--- src/rtl/load_store_unit_pkg.sv ---
// Shared definitions for the load/store unit: opcode encodings and FSM state encodings.
package load_store_unit_pkg;

  localparam int unsigned OPCODE_W = 5;
  typedef logic [OPCODE_W-1:0] opcode_t;

  localparam opcode_t OP_ADD = 5'h00;
  localparam opcode_t OP_LD  = 5'h10;
  localparam opcode_t OP_STR = 5'h11;

  typedef enum logic [1:0] {
    LSU_IDLE   = 2'd0,
    LSU_ACCESS = 2'd1,
    LSU_RESP   = 2'd2
  } lsu_state_t;

endpackage

--- src/rtl/load_store_unit_if.sv ---
// Request, response and memory-side signals of the load/store unit bundled as one interface.
interface load_store_unit_if
  import load_store_unit_pkg::*;
#(
  parameter int unsigned BITS_DATA = 32,
  parameter int unsigned BITS_ADDR = 16,
  parameter int unsigned TAG_BITS  = 4
);
  logic                 in_valid;
  logic                 in_ready;
  opcode_t              in_opcode;
  logic [BITS_DATA-1:0] in_addr;
  logic [BITS_DATA-1:0] in_wdata;
  logic [TAG_BITS-1:0]  in_tag;
  logic                 out_valid;
  logic                 out_ready;
  logic [BITS_DATA-1:0] out_data;
  logic [TAG_BITS-1:0]  out_tag;
  logic                 out_S;
  logic                 out_Z;
  logic                 out_err;
  logic                 mem_en;
  logic                 mem_we;
  logic [BITS_ADDR-1:0] mem_addr;
  logic [BITS_DATA-1:0] mem_wdata;
  logic [BITS_DATA-1:0] mem_rdata;

  modport slave (
    input  in_valid, in_opcode, in_addr, in_wdata, in_tag, out_ready, mem_rdata,
    output in_ready, out_valid, out_data, out_tag, out_S, out_Z, out_err,
           mem_en, mem_we, mem_addr, mem_wdata
  );

  modport master (
    output in_valid, in_opcode, in_addr, in_wdata, in_tag, out_ready, mem_rdata,
    input  in_ready, out_valid, out_data, out_tag, out_S, out_Z, out_err,
           mem_en, mem_we, mem_addr, mem_wdata
  );
endinterface

--- src/rtl/lsu_wait_counter.sv ---
// Wait-state down-counter: loads WAIT_STATES at the start of an access and flags the last cycle.
module lsu_wait_counter #(
  parameter int unsigned WAIT_STATES = 1,
  parameter int unsigned CNT_W       = 1
) (
  input  logic clk,
  input  logic reset,
  input  logic load,
  input  logic dec,
  output logic done,
  output logic one_left
);

  logic [CNT_W-1:0] count_r;

  // Count register; saturates at zero so an idle decrement is harmless
  always_ff @(posedge clk or posedge reset) begin
    if (reset) begin
      count_r <= '0;
    end else if (load) begin
      count_r <= CNT_W'(WAIT_STATES);
    end else if (dec && (count_r != '0)) begin
      count_r <= count_r - CNT_W'(1);
    end
  end

  assign done     = (count_r == '0);
  assign one_left = (count_r == CNT_W'(1));

endmodule

--- src/rtl/load_store_unit.sv ---
// Load/store memory stage: IDLE -> ACCESS -> RESP with one access in flight.
// Build option: define LSU_ALIGN_CHECK_EN to reject LD/STR with a non-word-aligned address.
module load_store_unit
  import load_store_unit_pkg::*;
#(
  parameter int unsigned BITS_DATA   = 32,
  parameter int unsigned BITS_ADDR   = 16,
  parameter int unsigned WAIT_STATES = 1,
  parameter int unsigned TAG_BITS    = 4
) (
  input logic              clk,
  input logic              reset,
  load_store_unit_if.slave bus
);

  localparam int unsigned CNT_W     = (WAIT_STATES < 32'd1) ? 1 : $clog2(WAIT_STATES + 32'd1);
  localparam bit          ZERO_WAIT = (WAIT_STATES == 32'd0);

  lsu_state_t           state_r;
  logic                 in_ready_r;
  logic                 is_str_r;
  logic                 mem_en_r;
  logic                 mem_we_r;
  logic [BITS_ADDR-1:0] mem_addr_r;
  logic [BITS_DATA-1:0] mem_wdata_r;
  logic                 out_valid_r;
  logic                 out_err_r;
  logic [BITS_DATA-1:0] out_data_r;
  logic [TAG_BITS-1:0]  out_tag_r;
  logic                 out_s_r;
  logic                 out_z_r;

  logic                 hs_s;
  logic                 is_mem_op_s;
  logic                 is_str_s;
  logic                 misalign_s;
  logic                 access_ok_s;
  logic                 cnt_done_s;
  logic                 cnt_one_s;
  logic [BITS_DATA-1:0] resp_data_s;
  logic                 unused_s;

  assign hs_s        = bus.in_valid & bus.in_ready;
  assign resp_data_s = is_str_r ? mem_wdata_r : bus.mem_rdata;
  assign unused_s    = ^{bus.in_addr[BITS_DATA-1:BITS_ADDR+2], bus.in_addr[1:0]};

  // Opcode decode: only LD and STR reach memory
  always_comb begin
    is_mem_op_s = 1'b0;
    is_str_s    = 1'b0;
    case (bus.in_opcode)
      OP_LD: begin
        is_mem_op_s = 1'b1;
        is_str_s    = 1'b0;
      end
      OP_STR: begin
        is_mem_op_s = 1'b1;
        is_str_s    = 1'b1;
      end
      default: begin
        is_mem_op_s = 1'b0;
        is_str_s    = 1'b0;
      end
    endcase
  end

`ifdef LSU_ALIGN_CHECK_EN
  assign misalign_s = |bus.in_addr[1:0];
`else
  assign misalign_s = 1'b0;
`endif

  assign access_ok_s = is_mem_op_s & ~misalign_s;

  lsu_wait_counter #(
    .WAIT_STATES (WAIT_STATES),
    .CNT_W       (CNT_W)
  ) u_wait_counter (
    .clk      (clk),
    .reset    (reset),
    .load     (hs_s & access_ok_s),
    .dec      (state_r == LSU_ACCESS),
    .done     (cnt_done_s),
    .one_left (cnt_one_s)
  );

  // Main FSM; every bus-facing output is a register written here
  always_ff @(posedge clk or posedge reset) begin
    if (reset) begin
      state_r     <= LSU_IDLE;
      in_ready_r  <= 1'b1;
      is_str_r    <= 1'b0;
      mem_en_r    <= 1'b0;
      mem_we_r    <= 1'b0;
      mem_addr_r  <= '0;
      mem_wdata_r <= '0;
      out_valid_r <= 1'b0;
      out_err_r   <= 1'b0;
      out_data_r  <= '0;
      out_tag_r   <= '0;
      out_s_r     <= 1'b0;
      out_z_r     <= 1'b1;
    end else begin
      case (state_r)
        LSU_IDLE: begin
          if (hs_s) begin
            in_ready_r  <= 1'b0;
            is_str_r    <= is_str_s;
            out_tag_r   <= bus.in_tag;
            mem_addr_r  <= bus.in_addr[BITS_ADDR+1:2];
            mem_wdata_r <= bus.in_wdata;
            if (access_ok_s) begin
              state_r  <= LSU_ACCESS;
              mem_en_r <= 1'b1;
              mem_we_r <= is_str_s & ZERO_WAIT;
            end else begin
              // Rejected request: respond at once without touching memory
              state_r     <= LSU_RESP;
              out_valid_r <= 1'b1;
              out_err_r   <= 1'b1;
              out_data_r  <= '0;
              out_s_r     <= 1'b0;
              out_z_r     <= 1'b1;
            end
          end
        end
        LSU_ACCESS: begin
          if (cnt_done_s) begin
            state_r     <= LSU_RESP;
            mem_en_r    <= 1'b0;
            mem_we_r    <= 1'b0;
            out_valid_r <= 1'b1;
            out_err_r   <= 1'b0;
            out_data_r  <= resp_data_s;
            out_s_r     <= resp_data_s[BITS_DATA-1];
            out_z_r     <= ~|resp_data_s;
          end else begin
            // Write strobe lands on the final access cycle only
            mem_we_r <= is_str_r & cnt_one_s;
          end
        end
        LSU_RESP: begin
          if (bus.out_ready) begin
            state_r     <= LSU_IDLE;
            out_valid_r <= 1'b0;
            in_ready_r  <= 1'b1;
          end
        end
        default: begin
          state_r     <= LSU_IDLE;
          in_ready_r  <= 1'b1;
          mem_en_r    <= 1'b0;
          mem_we_r    <= 1'b0;
          out_valid_r <= 1'b0;
        end
      endcase
    end
  end

  assign bus.in_ready  = in_ready_r & ~reset;
  assign bus.out_valid = out_valid_r;
  assign bus.out_data  = out_data_r;
  assign bus.out_tag   = out_tag_r;
  assign bus.out_S     = out_s_r;
  assign bus.out_Z     = out_z_r;
  assign bus.out_err   = out_err_r;
  assign bus.mem_en    = mem_en_r;
  assign bus.mem_we    = mem_we_r;
  assign bus.mem_addr  = mem_addr_r;
  assign bus.mem_wdata = mem_wdata_r;

endmodule

--- src/flat_wrapper.sv ---
// flat-port wrapper written by rule: the top's interface ports become plain ports
module load_store_unit_flat import load_store_unit_pkg::*;
#(
  parameter int unsigned BITS_DATA   = 32,
  parameter int unsigned BITS_ADDR   = 16,
  parameter int unsigned WAIT_STATES = 1,
  parameter int unsigned TAG_BITS    = 4
)
  (clk, reset, bus_in_valid, bus_in_opcode, bus_in_addr, bus_in_wdata, bus_in_tag, bus_out_ready, bus_mem_rdata, bus_in_ready, bus_out_valid, bus_out_data, bus_out_tag, bus_out_S, bus_out_Z, bus_out_err, bus_mem_en, bus_mem_we, bus_mem_addr, bus_mem_wdata);
  load_store_unit_if #(.BITS_DATA(BITS_DATA), .BITS_ADDR(BITS_ADDR), .TAG_BITS(TAG_BITS)) bus_i ();
  input logic clk;
  input logic reset;
  input wire logic [$bits(bus_i.in_valid)-1:0] bus_in_valid;
  input wire logic [$bits(bus_i.in_opcode)-1:0] bus_in_opcode;
  input wire logic [$bits(bus_i.in_addr)-1:0] bus_in_addr;
  input wire logic [$bits(bus_i.in_wdata)-1:0] bus_in_wdata;
  input wire logic [$bits(bus_i.in_tag)-1:0] bus_in_tag;
  input wire logic [$bits(bus_i.out_ready)-1:0] bus_out_ready;
  input wire logic [$bits(bus_i.mem_rdata)-1:0] bus_mem_rdata;
  output wire logic [$bits(bus_i.in_ready)-1:0] bus_in_ready;
  output wire logic [$bits(bus_i.out_valid)-1:0] bus_out_valid;
  output wire logic [$bits(bus_i.out_data)-1:0] bus_out_data;
  output wire logic [$bits(bus_i.out_tag)-1:0] bus_out_tag;
  output wire logic [$bits(bus_i.out_S)-1:0] bus_out_S;
  output wire logic [$bits(bus_i.out_Z)-1:0] bus_out_Z;
  output wire logic [$bits(bus_i.out_err)-1:0] bus_out_err;
  output wire logic [$bits(bus_i.mem_en)-1:0] bus_mem_en;
  output wire logic [$bits(bus_i.mem_we)-1:0] bus_mem_we;
  output wire logic [$bits(bus_i.mem_addr)-1:0] bus_mem_addr;
  output wire logic [$bits(bus_i.mem_wdata)-1:0] bus_mem_wdata;
  assign bus_i.in_valid = bus_in_valid;
  assign bus_i.in_opcode = bus_in_opcode;
  assign bus_i.in_addr = bus_in_addr;
  assign bus_i.in_wdata = bus_in_wdata;
  assign bus_i.in_tag = bus_in_tag;
  assign bus_i.out_ready = bus_out_ready;
  assign bus_i.mem_rdata = bus_mem_rdata;
  assign bus_in_ready = bus_i.in_ready;
  assign bus_out_valid = bus_i.out_valid;
  assign bus_out_data = bus_i.out_data;
  assign bus_out_tag = bus_i.out_tag;
  assign bus_out_S = bus_i.out_S;
  assign bus_out_Z = bus_i.out_Z;
  assign bus_out_err = bus_i.out_err;
  assign bus_mem_en = bus_i.mem_en;
  assign bus_mem_we = bus_i.mem_we;
  assign bus_mem_addr = bus_i.mem_addr;
  assign bus_mem_wdata = bus_i.mem_wdata;
  load_store_unit #(.BITS_DATA(BITS_DATA), .BITS_ADDR(BITS_ADDR), .WAIT_STATES(WAIT_STATES), .TAG_BITS(TAG_BITS)) u_core (.clk(clk), .reset(reset), .bus(bus_i));
endmodule
--- config.mk ---
export PLATFORM = sky130hd
export DESIGN_NAME = load_store_unit_flat
export DESIGN_NICKNAME = d
export VERILOG_FILES = /design/src/rtl/load_store_unit_pkg.sv /design/src/rtl/load_store_unit_if.sv /design/src/rtl/lsu_wait_counter.sv /design/src/rtl/load_store_unit.sv /design/src/flat_wrapper.sv
export SDC_FILE = /design/constraint.sdc
export NUM_CORES = 1
export LEC_CHECK = 0
export ABC_AREA = 1
export CAP_MARGIN = 20
export CORE_MARGIN = 2
export CORE_UTILIZATION = 25
export DETAILED_ROUTE_END_ITERATION = 7
export GPL_TIMING_DRIVEN = 0
export PLACE_DENSITY = 0.66
export SYNTH_ARGS = -nofsm -noshare
export SYNTH_HDL_FRONTEND = slang
export SYNTH_SLANG_ARGS = --single-unit
--- constraint.sdc ---
create_clock -name clk -period 3.3 [get_ports clk]
set_clock_uncertainty 0.1 [all_clocks]
set_input_delay 0.66 -clock clk [delete_from_list [all_inputs] [get_ports clk]]
set_output_delay 0.66 -clock clk [all_outputs]
set_load 0.05 [all_outputs]
### Word level (Yosys, flattened, before mapping)

Cells that the tools add are included.

| storage, ports and cells | value |
|---|---|
| input bits | 109 |
| register bits | 95 |
| output and inout bits | 91 |
| word-level logic and storage cells | 82 |

| operators by class | value |
|---|---|
| add/subtract/negate cells | 1 |
| bitwise logic cells | 7 |
| multiplexer cells | 37 |
| eq/ne operators | 9 |
| reductions and logical operators | 14 |

Operators by type and width:

| kind | count |
|---|---|
| 2-to-1 mux 32 bit | 4 |
| one-hot mux 32 bit (2 select lines) | 1 |
| OR reduction 32 bit | 1 |
| 2-to-1 mux 1 bit | 20 |
| one-hot mux 1 bit (3 select lines) | 4 |
| AND reduction 4 bit | 3 |
| == test 5 bit, second input constant | 2 |
| AND reduction 3 bit | 3 |
| 2-to-1 mux 2 bit | 4 |
| inequality test 2 bit, second input constant | 3 |
| one-hot mux 1 bit (2 select lines) | 3 |
| one-hot mux 2 bit (3 select lines) | 1 |
| AND 1 bit | 4 |
| inequality test 2 x 1 -> 1 bit, second input constant | 2 |
| nonzero test 2 bit | 2 |
| NOT 1 bit | 3 |
| == test 2 x 1 -> 1 bit, second input constant | 1 |
| == test 2 bit, second input constant | 1 |
| logical NOT 2 bit | 1 |
| AND reduction 2 bit | 1 |
| OR reduction 2 bit | 1 |
| logical AND 1 bit | 1 |
| logical NOT 1 bit | 1 |
| subtractor 1 bit, second input constant | 1 |

### Logic depth before layout (Yosys ltp)

| depth | value |
|---|---|
| word-level depth | 6 |
| mapped depth | 11 |
| mapped depth without buffers | 9 |

### By module

Synthesis repeated with hierarchy kept, for this count alone.

| second synthesis, totals | value |
|---|---|
| cell total of the unflattened synthesis | 536 |
| area, all modules | 4256.6 um^2 |

Modules (own cells, without submodules):

| module | cells an instance | area an instance (um^2) | times used | seq. area each (um^2) |
|---|---|---|---|---|
| load_store_unit | 529 | 4209.0 | 1 | 2329.7 |
| lsu_wait_counter | 7 | 47.5 | 1 | 25.0 |

### Worst setup path after synthesis

No wires, ideal clock.

| timing path | value |
|---|---|
| path type | input to register |
| from | in reset |
| to | reg u_core.out_data_r[11] (netlist: u_core.bus.out_data[11]) |
| setup time | 0.118 ns |
| buffers on the path | 2 |
| cell stages on the path | 8 |
| data arrival time | 1.977 ns |
| setup slack | 1.105 ns |
| data required time | 3.082 ns |
| path through | nor2_2 nand2_1 nand2_1 nand4_2 buf_6 buf_6 nand2_1 nand2_1 |

| between the ends | value |
|---|---|
| cells in the longest elaborated chain, start to end | 5 |

RTL lines:

| what | line | source |
|---|---|---|
| start: declaration | flat_wrapper.sv:12 | `input logic reset;` |
| NOT 1 bit | load_store_unit.sv:160 | `assign bus.in_ready = in_ready_r & ~reset;` |
| AND 1 bit | load_store_unit.sv:160 |  |
| AND 1 bit | load_store_unit.sv:43 | `assign hs_s = bus.in_valid & bus.in_ready;` |
| inequality test 2 x 1 -> 1 bit (no source line) | n/a |  |
| AND reduction 4 bit (no source line) | n/a |  |
| end signal: assignment | load_store_unit.sv:134 | `out_data_r <= resp_data_s;` |
| end: declaration | load_store_unit.sv:28 | `logic [BITS_DATA-1:0] out_data_r;` |

No other way between the ends.
A chain may end at the register's enable or synchronous reset.

### Final worst setup path

| timing path | value |
|---|---|
| from | in reset |
| to | out bus_in_ready |

| between the ends | value |
|---|---|
| cells in the longest elaborated chain, start to end | 2 |

RTL lines:

| what | line | source |
|---|---|---|
| NOT 1 bit | load_store_unit.sv:160 |  |
| AND 1 bit | load_store_unit.sv:160 |  |
| end: declaration | flat_wrapper.sv:20 | `output wire logic [$bits(bus_i.in_ready)-1:0] bus_in_ready;` |

No other way between the ends.

==> results by group <==
Run status
  • Status: finished, final reports clean

Logic synthesis
  • Area share of and/or/nand/nor cells after synthesis: roughly 28%
  • Synth warn: 0
  • #FFs+latches synth: 94
  • Largest family of logic cells by synthesized area: simple AND/OR/NAND/NOR gates
  • Syn_nets: roughly 670
  • Compound-Gate Fraction of Synth Area: under 10%
  • Mux share of post-synthesis cell area: 0%
  • Post-synthesis cell area: 4370 µm²
  • Sequential-to-total area share from yosys stat: 53.9%
  • Adder-cell area share of the yosys netlist: 0%
  • Syn_area_per_cell: 7.81 µm²
  • Synth cell types: 28
  • Synthesized instance count: between 500 and 600
  • XOR/XNOR share of the synthesized area: 0%

Finish
  • Fraction of layout cells with a size suffix above 1: approximately 6.3%
  • Flip-flop and latch area: ~2400 µm²
  • Area Overhead vs Synth: 56.5%
  • Area taken by multi-input logic gates: between 1500 and 2000 µm²
  • Fill count: roughly 1,800
  • Design area: roughly 6800 µm²
  • Final std cells w/o fill: approximately 1,000
  • Total Nets Final: around 860

STA
  • # setup viols final: 0
  • TNS Setup: 0 ns
  • Max-slew headroom: slightly above 60%
  • RSZ-0062 raised after global routing: false
  • Fin Hold WS: between 0.3 and 0.4 ns
  • Final Cycle Share: 86.2%
  • Least-Margin Pin Slew: slightly below 0.6 ns
  • Minimum clock period: between 2 and 3 ns
  • Final Hold Fails: 0
  • Fmax: between 300 and 400 MHz
  • Max Slew Vio Count: 0

GRT
  • Initial antenna violation count: 1
  • GRT Total Usage: 16.6%
  • First-pass GRT wire length: 23,000 µm
  • Pin count of the biggest net entering global routing: between 50 and 60
  • Gr ovfl total: 0
  • Vias in the first global route: approximately 4,200

Detailed routing
  • WL final: roughly 15,000 µm
  • Wire per inst: ~15 µm
  • DRT Pass-1 Iters: 4
  • DRC: 0
  • DR iter-0 viols: roughly 190
  • Vias/cell: about 4.3
  • Antenna-violating nets left: 0
  • Via count: about 4,200

Critical path
  • Worst-path fanout max: 2
  • Crit. End Element: output pin
  • R2R Path End: u_core.bus.mem_wdata[17]
  • CP startpoint kind: input pin
  • Reg2reg path depth: 6
  • Worst Path Arrival: 2.08 ns
  • R2R setup slack: between 1 and 1.5 ns
  • WP data required: between 2 and 3 ns
  • Critical R2R Launch: u_core.in_ready_r
  • CP Class: input pin to output pin

Power and ir drop
  • VDD IR max: approximately 0.39 mV
  • Total chip power: around 5.9 mW
  • Power Dens Cells: approximately 860 nW/µm²
  • Pleak: between 3 and 4 nW

Placed design
  • Placed instance area: between 6000 and 7000 µm²
  • IO Port Bufs: ~180
  • GPL Wtd Cong: 0.794
  • Dpl hpwl: around 11,000 µm
  • Placed cell count: approximately 970

CTS
  • Clk_lat worst skew: 0.35 ns
  • CTS H-tree depth: 3
  • Hold Buf Count CTS: 0
  • Clock Tree Buf Depth: 2
  • CTS tree: built
  • Post-cts sizing count: 0
  • CTS Root Cell: clkbuf_16
  • Post-CTS Setup Bufs: 0
  • CTS buffer count: 9
  • Worst-path clk slew: ~0.060 ns
  • Clk sinks: 94

Floorplan
  • Std-Cell Core Area: 17,200 µm²
  • IO Count: 200
  • Initial cell density of the core: between 20% and 30%
  • Die area: between 15,000 and 20,000 µm²
  • Die height: around 140 µm
  • Die W: between 100 and 150 µm
  • Rows: 48

Run
  • Max_cap viols: 0

Worst hold path
  • Worst min path class: flop to flop
  • Hold EP: u_core.bus.mem_addr[2]
  • Hold-critical path depth: 2
  • HP Start: u_core.bus.mem_addr[2]
==> metrics by stage <==
stage,utilization [%],setup WS (ns)
finish,39.8,0.456
global route,39.8,0.417
CTS,39.7,0.449
detailed placement,37.9,0.455
global placement,37.7,-1.70
floorplan,-,0.0946
==> cell usage after synthesis, drive strengths merged <==
cell type	count	share of area, %
clkbuf	5	0.43
o2bb2ai	1	0.20
buf	24	3.5
dfrtp	92	53
nand4	2	0.43
o21ai	68	7.8
nand3	25	2.9
nor3	2	0.34
nand2	240	21
nor3b	1	0.17
or2	1	0.14
nand3b	9	1.5
a21oi	3	0.34
o22ai	1	0.14
inv	66	5.7
nor2	16	1.6
dfstp	2	1.2
o22a	1	0.20
==> registers in the layout, indices dropped and copies added, names as in the netlist <==
register                        cells
u_core.state_r                      2
u_core.is_str_r                     1
u_core.u_wait_counter.one_left      1
u_core.bus.out_tag                  4
u_core.bus.mem_we                   1
u_core.bus.mem_addr                16
u_core.bus.out_err                  1
u_core.in_ready_r                   1
u_core.bus.out_Z                    1
u_core.bus.mem_en                   1
u_core.bus.out_data                32
u_core.bus.out_valid                1
u_core.bus.mem_wdata               32
==> logic make-up after synthesis <==
logic type / count (synthesis)
AO/OA/AOI/OAI: 74
buffers and inverters: 95
flip-flops: 94
AND/OR/NAND/NOR: 296
==> final cells by class <==
class	instances	area share, %
Antenna cell	2	0.0733
Buffer	29	2.49
Clock buffer	12	3.61
Clock inverter	4	1.03
Inverter	66	3.66
Multi-Input combinational cell	370	23.3
Sequential cell	94	34.5
Tap cell	225	4.12
Timing Repair Buffer	184	27.2
==> how the worst max path moves through the flow <==
stage / start / end / slack (ns) / cells past startpoint
floorplan: reset / u_core.bus.mem_addr[0] / 0.09 / 1
global placement: reset / u_core.bus.mem_wdata[12] / -1.70 / 2
detailed placement: reset / bus_in_ready / 0.45 / 3
CTS: reset / bus_in_ready / 0.45 / 3
global route: reset / bus_in_ready / 0.42 / 3
finish: reset / bus_in_ready / 0.46 / 3
==> critical path: stages <==
cell and delay, ns:
clkdlybuf4s50_1 0.48, nor2_2 0.14, clkdlybuf4s50_1 0.80
==> placed cells by master (no fill, tap or decap), types with 2 or more instances in the layout <==
cell type / netlist / routed
nand2_1: 239 / 239
clkdlybuf4s50_1: 0 / 183
dfrtp_1: 92 / 92
o21ai_0: 64 / 64
inv_1: 63 / 62
nand3_1: 25 / 25
nor2_1: 14 / 14
buf_2: 10 / 10
buf_4: 9 / 9
nand3b_1: 9 / 9
clkbuf_16: 0 / 9
clkbuf_1: 5 / 7
o21ai_1: 4 / 4
inv_2: 3 / 3
buf_1: 3 / 3
a21oi_1: 3 / 3
diode_2: 0 / 2
buf_6: 2 / 2
bufinv_16: 0 / 2
clkinv_2: 0 / 2
dfstp_2: 2 / 2
==> where the power goes <==
group	total [mW]	switching (mW)	internal, mW
combinational	3.04	2.07	0.963
sequential	1.70	0.196	1.51
clock	1.15	0.464	0.684
total	5.89	2.73	3.15
==> metal layers <==
| metal | share of wire, % | global-route usage, % |
|---|---|---|
| met5 | 0 | 0 |
| met4 | 3.1 | 7.47 |
| met3 | 5.2 | 4.03 |
| met2 | 47 | 26.1 |
| met1 | 45 | 21.4 |
Power figures use the tool's default switching activity.
